===== src/rtl/cpu_control_unit.sv =====
// Hardwired Moore control sequencer for the single-bus datapath: T0-T2 fetch,
// then T3-T7 execute microsteps decoded from IR, with memory-ready wait steps.
module cpu_control_unit #(
    parameter logic [4:0] OP_LD     = 5'b00000,
    parameter logic [4:0] OP_LDI    = 5'b00001,
    parameter logic [4:0] OP_ST     = 5'b00010,
    parameter logic [4:0] OP_ADD    = 5'b00011,
    parameter logic [4:0] OP_SUB    = 5'b00100,
    parameter logic [4:0] OP_AND    = 5'b01001,
    parameter logic [4:0] OP_OR     = 5'b01010,
    parameter logic [4:0] OP_ADDI   = 5'b01011,
    parameter logic [4:0] OP_BR     = 5'b10011,
    parameter logic [4:0] OP_JR     = 5'b10100,
    parameter logic [4:0] OP_HALT   = 5'b11011,
    parameter logic [4:0] ALU_ADD   = 5'd2,
    parameter logic [4:0] ALU_SUB   = 5'd3,
    parameter logic [4:0] ALU_AND   = 5'd4,
    parameter logic [4:0] ALU_OR    = 5'd5,
    parameter logic [4:0] ALU_INCPC = 5'd12
) (
    input  logic        clk,
    input  logic        clr,
    input  logic        start,
    input  logic        stop,
    input  logic [31:0] ir,
    input  logic        ConOtp,
    input  logic        mem_rdy,
    output logic        PCout,
    output logic        Zlowout,
    output logic        MDRout,
    output logic        BAout,
    output logic        Cout,
    output logic        MARin,
    output logic        Zin,
    output logic        PCin,
    output logic        MDRin,
    output logic        IRin,
    output logic        Yin,
    output logic        CONin,
    output logic        Gra,
    output logic        Grb,
    output logic        Grc,
    output logic        Rin,
    output logic        Rout,
    output logic        Read,
    output logic        Write,
    output logic [4:0]  OpCode,
    output logic        run,
    output logic        halted
);
    typedef enum logic [3:0] {
        S_IDLE, S_T0, S_T1, S_T2, S_T3, S_T4, S_T5, S_T6, S_T7, S_HALT
    } state_t;

    state_t state_q, state_d;
    logic   stop_q, stop_d;
    logic   first_q, first_d;

    logic [4:0] op;
    logic       is_alu, is_imm, is_ld, is_st, is_mem, is_br, is_jr, is_halt;
    logic [4:0] alu_code;
    logic       unused_ir;
    state_t     bnd;

    assign op        = ir[31:27];
    assign unused_ir = ^ir[26:0];
    assign is_alu    = (op == OP_ADD) || (op == OP_SUB) || (op == OP_AND) || (op == OP_OR);
    assign is_imm    = (op == OP_ADDI) || (op == OP_LDI);
    assign is_ld     = (op == OP_LD);
    assign is_st     = (op == OP_ST);
    assign is_mem    = is_ld || is_st;
    assign is_br     = (op == OP_BR);
    assign is_jr     = (op == OP_JR);
    assign is_halt   = (op == OP_HALT);

    always_comb begin
        alu_code = ALU_ADD;
        if (op == OP_SUB)      alu_code = ALU_SUB;
        else if (op == OP_AND) alu_code = ALU_AND;
        else if (op == OP_OR)  alu_code = ALU_OR;
    end

    // Stop seen this cycle counts too, so a stop on the last step still lands in IDLE.
    assign bnd = (stop_q || stop) ? S_IDLE : S_T0;

    always_comb begin
        state_d = state_q;
        case (state_q)
            S_IDLE: state_d = start ? S_T0 : S_IDLE;
            S_T0:   state_d = S_T1;
            S_T1:   state_d = mem_rdy ? S_T2 : S_T1;
            S_T2:   state_d = S_T3;
            S_T3: begin
                if (is_halt)                                 state_d = S_HALT;
                else if (is_alu || is_imm || is_mem || is_br) state_d = S_T4;
                else                                         state_d = bnd;
            end
            S_T4:   state_d = S_T5;
            S_T5:   state_d = (is_mem || is_br) ? S_T6 : bnd;
            S_T6: begin
                if (is_ld)      state_d = mem_rdy ? S_T7 : S_T6;
                else if (is_st) state_d = S_T7;
                else            state_d = bnd;
            end
            S_T7:   state_d = (is_st && !mem_rdy) ? S_T7 : bnd;
            S_HALT: state_d = S_HALT;
            default: state_d = S_IDLE;
        endcase
        stop_d  = (state_q == S_IDLE) ? (start && stop) : (stop_q || stop);
        first_d = (state_q == S_T0);
    end

    always_ff @(posedge clk or negedge clr) begin
        if (!clr) begin
            state_q <= S_IDLE;
            stop_q  <= 1'b0;
            first_q <= 1'b0;
        end else begin
            state_q <= state_d;
            stop_q  <= stop_d;
            first_q <= first_d;
        end
    end

    always_comb begin
        PCout = 1'b0; Zlowout = 1'b0; MDRout = 1'b0; BAout = 1'b0; Cout = 1'b0;
        MARin = 1'b0; Zin = 1'b0; PCin = 1'b0; MDRin = 1'b0; IRin = 1'b0;
        Yin = 1'b0; CONin = 1'b0; Gra = 1'b0; Grb = 1'b0; Grc = 1'b0;
        Rin = 1'b0; Rout = 1'b0; Read = 1'b0; Write = 1'b0; OpCode = 5'd0;
        case (state_q)
            S_T0: begin PCout = 1'b1; MARin = 1'b1; Zin = 1'b1; OpCode = ALU_INCPC; end
            S_T1: begin
                // PC latches Z only on the first T1 cycle so waits cannot re-increment it.
                Zlowout = first_q; PCin = first_q; Read = 1'b1; MDRin = 1'b1;
            end
            S_T2: begin MDRout = 1'b1; IRin = 1'b1; end
            S_T3: begin
                if (is_alu || op == OP_ADDI) begin Grb = 1'b1; Rout = 1'b1; Yin = 1'b1; end
                else if (op == OP_LDI || is_mem) begin Grb = 1'b1; BAout = 1'b1; Yin = 1'b1; end
                else if (is_br) begin Gra = 1'b1; Rout = 1'b1; CONin = 1'b1; end
                else if (is_jr) begin Gra = 1'b1; Rout = 1'b1; PCin = 1'b1; end
            end
            S_T4: begin
                if (is_alu) begin Grc = 1'b1; Rout = 1'b1; Zin = 1'b1; OpCode = alu_code; end
                else if (is_imm || is_mem) begin Cout = 1'b1; Zin = 1'b1; OpCode = ALU_ADD; end
                else if (is_br) begin PCout = 1'b1; Yin = 1'b1; end
            end
            S_T5: begin
                if (is_alu || is_imm) begin Zlowout = 1'b1; Gra = 1'b1; Rin = 1'b1; end
                else if (is_mem) begin Zlowout = 1'b1; MARin = 1'b1; end
                else if (is_br) begin Cout = 1'b1; Zin = 1'b1; OpCode = ALU_ADD; end
            end
            S_T6: begin
                if (is_ld) begin Read = 1'b1; MDRin = 1'b1; end
                else if (is_st) begin Gra = 1'b1; Rout = 1'b1; MDRin = 1'b1; end
                else if (is_br) begin Zlowout = ConOtp; PCin = ConOtp; end
            end
            S_T7: begin
                if (is_ld) begin MDRout = 1'b1; Gra = 1'b1; Rin = 1'b1; end
                else if (is_st) Write = 1'b1;
            end
            default: ;
        endcase
        run    = (state_q != S_IDLE) && (state_q != S_HALT);
        halted = (state_q == S_HALT);
    end
endmodule


===== config.mk =====
export PLATFORM = sky130hd
export DESIGN_NAME = cpu_control_unit
export DESIGN_NICKNAME = d
export VERILOG_FILES = /design/src/rtl/cpu_control_unit.sv
export SDC_FILE = /design/constraint.sdc
export NUM_CORES = 1
export LEC_CHECK = 0
export BUFFER_PORTS_ARGS = -buffer_cell sky130_fd_sc_hd__buf_2
export CAP_MARGIN = 20
export CORE_ASPECT_RATIO = 0.75
export CORE_MARGIN = 1.5
export CORE_UTILIZATION = 34
export CTS_CLUSTER_SIZE = 40
export DETAILED_ROUTE_END_ITERATION = 10
export PLACE_DENSITY = 0.68
export SKIP_LAST_GASP = 1
export SYNTH_ARGS = -nofsm -noshare
export SYNTH_HDL_FRONTEND = slang
export SYNTH_SLANG_ARGS = --single-unit
export TNS_END_PERCENT = 50

===== constraint.sdc =====
create_clock -name clk -period 4.45 [get_ports clk]
set_input_delay 0.89 -clock clk [delete_from_list [all_inputs] [get_ports clk]]
set_output_delay 0.89 -clock clk [all_outputs]
set_load 0.03 [all_outputs]

==> results.cfg <==
[place]
hpwlAfterDp_um = 2117
routabilityCongestion = 0.8858
port_buffers = 35

[synth]
netlist_top_cells_count = nand2_1 (22), nor2_1 (18), o21ai_0 (11), clkbuf_1 (10), a21oi_1 (8)
postSynthAreaPerCell_um2 = 6.213
ys_seq_area_share_pct = 16.44
netlist_area_um2 = 913.4
syn_nets = 185
synth_warnings = 0
ys_seq_elements = 6
synth.most_common_cell = nand2_1
async_reset_ff_share_pct = 100.0
synth_edf_count = 0
ys.flop_type = dfrtp_1
synth.largest_area_cell = dfrtp_1
synthDistinctLibCells = 38
synth_top_area_share_pct = 16.44
synthTopCellsByArea = dfrtp_1 (16%), nand2_1 (9.0%), nor2_1 (7.4%)
synth_cells = 147

[sta]
finalCritPeriodShare_pct = 74.00
tns_ps = 0
hold_viol = 0
fin_skew_ps = 3.817
rsz0062_at_grt = no
timing.final.crit_period_ps = 3293
slew_viol_final = 0
clock.fmax_ghz = 0.3037
slew-limit-headroom_pct = 52.30
worst_slew_pin_slew_ps = 709.0
setup-violations-final = 0

[cells_and_area]
final_nets = 211
area_delta_synth_final_pct = 19.73
fin_util_pct = 42.35
n_fill_cell = 295
drive_gt1_share_pct = 22.22
ff_latch_area_um2 = 150.1
multi_input_area_um2 = 678.2
antenna_cells = 0

[power_and_ir_drop]
p_comb_share_pct = 66.3
p_seq_share_pct = 24.5
p_int_mw = 0.2289
p_clk_share_pct = 9.2
p_per_area_mw_per_mm2 = 502.5
power_leakage_nw = 0.5144
switchingPower_mw = 0.3206
swShare_pct = 58.34
irDropWorstVdd_mv = 0.2054

[floorplanning]
die_w_um = 62.85
start_util_pct = 35.37
core_area_mm2 = 0.002582
pin_count = 64
rows = 16
dieHeight_um = 47.89
dieArea_mm2 = 0.003010

[cts]
cts_tree = built
htree_levels = 1
cts_buffer_depth = 2
clk_pin_slew_ps = 50
cts_resized = 0
worst_skew_pair.late_latency_ps = 240
numCtsBuffers = 3
cts_setup_buffers = 0
cts.sinks = 6
clockRootBuffer = clkbuf_4
cts_hold_buf = 0

[global_route]
grt_pass1_vias = 953
grt_pass1_wl_um = 4436
grt_usage_pct = 18.33
grt_max_degree = 19
grt_overflow = 0
grt_antenna_before_repair = 0

[critical_path]
crit_path_start = ir[27]
cp.arrival_ps = 2400
worst_setup_path_end_kind = primary output
endpoint = Zlowout
r2r-end = state_q[0]
r2r_setup_slack_ps = 2670
critPathMaxFanout = 16
crit_path_start_kind = input pin
reg2reg_depth = 5
crit_type = input pin to primary output
crit_required_ps = 3560
reg2reg_from = state_q[2]

[detailed_routing]
wl_per_cell_um = 13.06
drt-total-wl_um = 2704
first_pass_iters = 4
drt_iter0_markers = 74
vias_per_cell = 5.662
drcViolationCount = 0
final_antenna_net_count = 0
num_vias = 1172

[job]
drv_cap = 0

[run_status]
status = finished clean

[hold_path]
hold_class = input pin to asynchronous set/reset pin
placed cells by master, fill, tap and decap left out, types with 5 or more instances in the layout:
master / count
a21oi_1: 8
and2_1: 6
buf_2: 35
dfrtp_1: 6
inv_1: 6
nand2_1: 22
nor2_1: 18
nor2b_1: 5
nor3_1: 6
nor4_1: 5
o21ai_0: 11
stage by stage:
step	cell area (um^2)	power, mW	hold slack [ps]	std cells	setup WS (ps)
CTS	1094	0.5506	469.7	207	1169
floorplan	913.4	0.4142	513.4	147	976.8
global placement	1071	0.4941	556.1	204	1182
global route	1094	0.5966	465.4	207	965.2
detailed placement	1071	0.4982	569.2	204	1174
finish	1094	0.5495	469.0	207	1157
worst min path at each step:
stage,depth (start not counted),endpoint,start,slack [ps]
3_5_place_dp,2,stop_q,stop_q,570
3_3_place_gp,2,stop_q,stop_q,560
4_1_cts,1,state_q[3],clr,470
2_1_floorplan,2,stop_q,stop_q,510
6_report,1,state_q[0],clr,470
5_1_grt,1,state_q[3],clr,470
kinds of logic (layout without fill, tap and decap cells):
family | after synthesis | in the layout | synth area share (%)
compound gates | 40 | 40 | 29.18
buf+inv | 20 | 44 | 9.315
flops | 6 | 6 | 16.44
simple gates | 77 | 77 | 41.78
xor+xnor | 3 | 3 | 2.877
other cells | 1 | 1 | 0.4106
power groups by stage:
stage / clock network, mW / registers [mW] / logic [mW]
after floorplan: 0 / 0.0849 / 0.329
after global placement: 0 / 0.133 / 0.361
after global routing: 0.0551 / 0.143 / 0.399
final: 0.0505 / 0.135 / 0.364
after CTS: 0.0512 / 0.134 / 0.365
after detailed placement: 0 / 0.134 / 0.364
routing by layer:
metal | part of all wire [%] | global-route usage (%)
met1 | 44 | 26.11
met3 | 9.3 | 1.882
met4 | 0 | 0
met5 | 0 | 0
met2 | 47 | 32.69
area by class of cell:
class	count	area share (%)
multi-input combinational	121	62.01
sequential	6	13.73
timing repair buffer	35	16.02
tap	36	4.119
inverter	6	2.059
clock buffer	3	2.059
critical path: stages:
cell     delay [ps]
buf_2           240
and2_1          290
nand2_1         150
nor3_1          330
a32oi_1         190
o21ai_0          90
buf_2           220
flip-flops by register name, summed over array words and instances, names as in the netlist:
| name | count |
|---|---|
| stop_q | 1 |
| state_q | 4 |
| first_q | 1 |
(Power assumes the default switching activity.)
